[config.mk]
export PLATFORM = sky130hd
export DESIGN_NAME = sr_register_bank
export DESIGN_NICKNAME = d
export VERILOG_FILES = /design/src/rtl/sr_bank_pkg.sv /design/src/rtl/sr_cell.sv /design/src/rtl/sr_register_bank.sv
export SDC_FILE = /design/constraint.sdc
export NUM_CORES = 1
export LEC_CHECK = 0
export CAP_MARGIN = 20
export CORE_UTILIZATION = 32
export CTS_CLUSTER_SIZE = 30
export DETAILED_ROUTE_END_ITERATION = 8
export PLACE_DENSITY = 0.65
export SYNTH_ARGS = -nofsm -noshare
export SYNTH_HDL_FRONTEND = slang
export SYNTH_SLANG_ARGS = --single-unit
[constraint.sdc]
create_clock -name clk -period 2.05 [get_ports clk]
set_clock_uncertainty 0.05 [all_clocks]
set_input_delay 0.3075 -clock clk [delete_from_list [all_inputs] [get_ports clk]]
set_output_delay 0.3075 -clock clk [all_outputs]
set_load 0.005 [all_outputs]
[src/rtl/sr_bank_pkg.sv]
// Shared definitions for the SR register bank.
//   sr_mode_e : conflict policy applied when s = r = 1
//   sr_next() : next value of one channel for a given request pair and policy
package sr_bank_pkg;

  typedef enum logic [1:0] {
    MODE_HOLD    = 2'd0,
    MODE_SET_DOM = 2'd1,
    MODE_RST_DOM = 2'd2,
    MODE_TOGGLE  = 2'd3
  } sr_mode_e;

  // Next-state rule for one channel while updates are enabled.
  function automatic logic sr_next(input logic q, input logic s, input logic r,
                                   input sr_mode_e mode);
    logic nq;
    nq = q;
    case ({s, r})
      2'b00: nq = q;
      2'b01: nq = 1'b0;
      2'b10: nq = 1'b1;
      default: begin
        case (mode)
          MODE_HOLD:    nq = q;
          MODE_SET_DOM: nq = 1'b1;
          MODE_RST_DOM: nq = 1'b0;
          default:      nq = ~q;
        endcase
      end
    endcase
    return nq;
  endfunction

endpackage

[src/rtl/sr_cell.sv]
// One SR storage channel with edge-event pulses and a sticky conflict flag.
// Ports:
//   clk, reset         : clock, synchronous active-high reset
//   en, mode           : global update enable, conflict policy
//   s, r               : set / reset requests for this channel
//   conflict_clr       : clears the sticky conflict flag
//   q                  : registered state
//   rise, fall         : one-cycle pulses coincident with a new q value
//   conflict_flag      : sticky record of s = r = 1 while enabled
//   conflict_event     : combinational s & r & en, used by the bank counter
module sr_cell
  import sr_bank_pkg::*;
#(
  parameter logic RESET_BIT = 1'b0
) (
  input  logic       clk,
  input  logic       reset,
  input  logic       en,
  input  logic [1:0] mode,
  input  logic       s,
  input  logic       r,
  input  logic       conflict_clr,
  output logic       q,
  output logic       rise,
  output logic       fall,
  output logic       conflict_flag,
  output logic       conflict_event
);

  logic q_reg;
  logic q_next;
  logic rise_reg;
  logic fall_reg;
  logic flag_reg;

  assign q_next         = sr_next(q_reg, s, r, sr_mode_e'(mode));
  assign conflict_event = s & r & en;

  always_ff @(posedge clk) begin
    if (reset) begin
      q_reg    <= RESET_BIT;
      rise_reg <= 1'b0;
      fall_reg <= 1'b0;
      flag_reg <= 1'b0;
    end else begin
      if (en) begin
        q_reg    <= q_next;
        rise_reg <= q_next & ~q_reg;
        fall_reg <= ~q_next & q_reg;
      end else begin
        rise_reg <= 1'b0;
        fall_reg <= 1'b0;
      end
      // A fresh conflict outranks a simultaneous clear.
      if (conflict_event) begin
        flag_reg <= 1'b1;
      end else if (conflict_clr) begin
        flag_reg <= 1'b0;
      end
    end
  end

  assign q             = q_reg;
  assign rise          = rise_reg;
  assign fall          = fall_reg;
  assign conflict_flag = flag_reg;

endmodule

[src/rtl/sr_register_bank.sv]
// Bank of N_CH registered SR channels with a shared conflict policy.
// Ports:
//   clk, reset         : clock, synchronous active-high reset
//   en, mode           : global update enable, conflict policy (0 HOLD,
//                        1 SET_DOM, 2 RST_DOM, 3 TOGGLE)
//   s, r               : per-channel set / reset requests
//   conflict_clr       : clears conflict flags and counter
//   q, qb              : registered state and its complement
//   rise, fall         : per-channel edge pulses
//   conflict_flag      : per-channel sticky conflict flags
//   conflict_cnt       : saturating count of cycles with any conflict
module sr_register_bank
  import sr_bank_pkg::*;
#(
  parameter int              N_CH      = 8,
  parameter logic [N_CH-1:0] RESET_VAL = '0,
  parameter int              CNT_W     = 8
) (
  input  logic             clk,
  input  logic             reset,
  input  logic             en,
  input  logic [1:0]       mode,
  input  logic [N_CH-1:0]  s,
  input  logic [N_CH-1:0]  r,
  input  logic             conflict_clr,
  output logic [N_CH-1:0]  q,
  output logic [N_CH-1:0]  qb,
  output logic [N_CH-1:0]  rise,
  output logic [N_CH-1:0]  fall,
  output logic [N_CH-1:0]  conflict_flag,
  output logic [CNT_W-1:0] conflict_cnt
);

  localparam logic [CNT_W-1:0] CNT_MAX = '1;

  logic [N_CH-1:0]  conflict_event;
  logic             any_event;
  logic [CNT_W-1:0] cnt_reg;
  logic [CNT_W-1:0] cnt_next;

  for (genvar gi = 0; gi < N_CH; gi++) begin : g_cell
    sr_cell #(
      .RESET_BIT(RESET_VAL[gi])
    ) u_cell (
      .clk           (clk),
      .reset         (reset),
      .en            (en),
      .mode          (mode),
      .s             (s[gi]),
      .r             (r[gi]),
      .conflict_clr  (conflict_clr),
      .q             (q[gi]),
      .rise          (rise[gi]),
      .fall          (fall[gi]),
      .conflict_flag (conflict_flag[gi]),
      .conflict_event(conflict_event[gi])
    );
  end

  // The counter tracks cycles, not channels, so one OR covers the bank.
  assign any_event = |conflict_event;

  always_comb begin
    cnt_next = cnt_reg;
    if (any_event) begin
      if (conflict_clr) begin
        cnt_next = {{(CNT_W-1){1'b0}}, 1'b1};
      end else if (cnt_reg != CNT_MAX) begin
        cnt_next = cnt_reg + 1'b1;
      end
    end else if (conflict_clr) begin
      cnt_next = '0;
    end
  end

  always_ff @(posedge clk) begin
    if (reset) begin
      cnt_reg <= '0;
    end else begin
      cnt_reg <= cnt_next;
    end
  end

  assign qb           = ~q;
  assign conflict_cnt = cnt_reg;

endmodule

==> metrics.md <==
| Metric | Value |
|---|---|
| Worst-margin pin slew | 0.7494 ns |
| Antenna-violating nets left | 0 |
| Final setup viols | 0 |
| Clock latency on the worst-skew pair | 0.29 ns |
| Post-route clock period utilization | 0.7971 |
| Overall routing resource usage | 0.1599 |
| Ys async rst share | 0 |
| Post-DP HPWL | 3.537 mm |
| Unique cell type count in the Yosys netlist | 34 |
| I/O pins | 70 |
| Syn_nets | 246 |
| Largest net degree at the start of global routing | 25 |
| Max VDD drop | 315.5 µV |
| Total grt overflow | 0 |
| Post-CTS resize count | 0 |
| Flip-flop and latch area | 800.8 µm² |
| Crit path DAT | 1.81 ns |
| Cells along the critical path | clkdlybuf4s50_1 -> a22oi_1 -> nand2_2 -> nor2_2 -> buf_4 -> or3_1 -> a21oi_1 |
| Die X-Extent | 80.13 µm |
| Root buffer cell | clkbuf_8 |
| Status | finished clean |
| Seq/Total Area, Yosys | 0.4100 |
| Critical path class | primary input to flip-flop |
| Pre-Repair DR Iteration Count | 4 |
| IO Port Bufs | 69 |
| Number of synthesized flops with an enable pin | 0 |
| Vias in the first global route | 1616 |
| Area grow syn2layout | 38.76% |
| Max Transition Viols Final | 0 |
| Final Worst Setup Slack | 0.4160 ns |
| Pre-CTS setup slack | 0.1347 ns |
| Fraction of layout cells with a size suffix above 1 | 0.1336 |
| Critical Path Sink Type | flip-flop |
| CP max stage cell | clkdlybuf4s50_1 |
| Htree depth | 2 |
| RSZ-0062 raised after global routing | no |
| Post-Syn Area | 0.001953 mm² |
| FILL cells | 578 |
| Ant diodes | 0 |
| Die Ht | 80.13 µm |
| Floorplan core area | 0.005921 mm² |
| Worst hold-check path type | flip-flop to flip-flop |
| CTS Sinks | 40 |
| DRT iter0 DRCs | 84 |
| DR DRC count | 0 |
| Via Count | 1787 |
| Post-synth top cells | dfxtp_1, buf_4, a21oi_1 |
| Row cnt | 28 |
| Power per cell area | 640.1 mW/mm² |
| Max-Slew Margin vs Limit | 0.4986 |
| Area contributors post-synth | dfxtp_1, buf_4, o2111a_1 |
| Total Nets Final | 299 |
| Worst EP required | 2.22 ns |
| Fin Setup TNS | 0 ns |
| First-pass GRT wire length | 7.721 mm |
| Hold Violations, Final | 0 |
| Die Area | 0.006420 mm² |
| Ys Warns | 0 |
| Initial core utilization | 0.3299 |
| Slowest stage delay, CP | 0.57 ns |
| Multi-input logic area | 783.3 µm² |
| Crit Path Max Fanout | 13 |
| Startpoint types | primary input |
| Most common cell in the netlist | dfxtp_1 |
| Max Cap Violations | 0 |
| Top-area cell type share of the netlist area | 0.4100 |
| Worst-path clk slew | 0.07 ns |
| CTS tree | done |
| FMAX | 0.6120 GHz |
| Hold buffers post-CTS | 0 |
| Total Routed Length | 4.972 mm |
| Total CTS buffers | 5 |
| Post-CTS Setup Bufs | 0 |
| Syn Area/Cell | 8.758 µm² |
| Ys flop type | dfxtp_1 |
| Period minus WS final | 1.634 ns |
| Clock buffer depth | 2 |
| Synth area leader | dfxtp_1 |
| Vias per cell | 5.077 |
| Post-Syn Instances | 223 |
| Drt wl/cell | 14.13 µm |
| Global placer's final weighted congestion | 0.8369 |
| Initial antenna violation count | 0 |
| Leak | 1.009 nW |
| #FFs+latches synth | 40 |
per-layer routing:
metal	wire length, µm	global-route usage	up-vias	part of all wire
met2	2181	0.2513	65	0.44
met5	0	0	-	0
met4	114	0.08393	0	0.023
met3	362	0.03523	12	0.073
met1	2312	0.2038	835	0.47
li1	-	-	875	-
worst max-delay path, delay by kind of cell:
kind	cells	cell delay (ns)
compound gates	2	0.28
simple gates	3	0.49
buf+inv	2	0.73
logic make-up after synthesis:
group / Yosys count / synth area share
compound gates: 78 / 0.2761
flops: 40 / 0.4100
fa+ha+maj: 1 / 0.006405
simple gates: 43 / 0.1185
buf+inv: 61 / 0.1890
area by class of cell:
cell class | instances | share of cell area
Multi-Input combinational cell | 122 | 0.2890
Sequential cell | 40 | 0.2955
Clock buffer | 5 | 0.02539
Inverter | 18 | 0.02493
Tap cell | 75 | 0.03463
Clock inverter | 3 | 0.01570
Timing Repair Buffer | 89 | 0.3149
report_power, final:
group,switching (W),internal [W]
registers,0.0000182,0.000801
clock network,0.000276,0.000360
logic,0.000126,0.000154
total,0.000419,0.00132
layout by cell type, fill, tap and decap left out, types with 3 or more instances in the layout:
cell / instances
clkdlybuf4s50_1: 69
dfxtp_1: 40
a21oi_1: 19
buf_4: 19
inv_1: 17
o21ai_0: 16
nand2_1: 12
a211oi_1: 12
o2111a_1: 9
nand3_1: 8
o21ai_1: 8
a32o_1: 7
or3_1: 5
clkbuf_8: 5
a22oi_1: 3
and3_1: 3
path summary, 6_finish.rpt:
| kind | from | to | slack (ns) | depth (start not counted) |
|---|---|---|---|---|
| worst max-delay path | s[7] | conflict_cnt[2] | 0.42 | 7 |
| worst min register to register | g_cell[5].u_cell.conflict_flag | g_cell[5].u_cell.conflict_flag | 0.43 | 1 |
| worst max register to register | conflict_cnt[0] | conflict_cnt[1] | 0.42 | 6 |
| worst min-delay path | g_cell[5].u_cell.conflict_flag | g_cell[5].u_cell.conflict_flag | 0.43 | 1 |
through the flow:
stage / hold WS (ns) / utilization / instances / power (W) / cell area, µm²
2_1_floorplan: 0.3454 / - / 223 / 0.0009653 / 1953
3_3_place_gp: 0.4192 / 0.4389 / 344 / 0.001113 / 2599
3_5_place_dp: 0.4171 / 0.4389 / 344 / 0.001117 / 2599
4_1_cts: 0.4355 / 0.4577 / 352 / 0.001755 / 2710
5_1_grt: 0.4563 / 0.4577 / 352 / 0.001822 / 2710
6_report: 0.4318 / 0.4577 / 352 / 0.001735 / 2710
No activity file was read; power rests on OpenSTA's default activity.
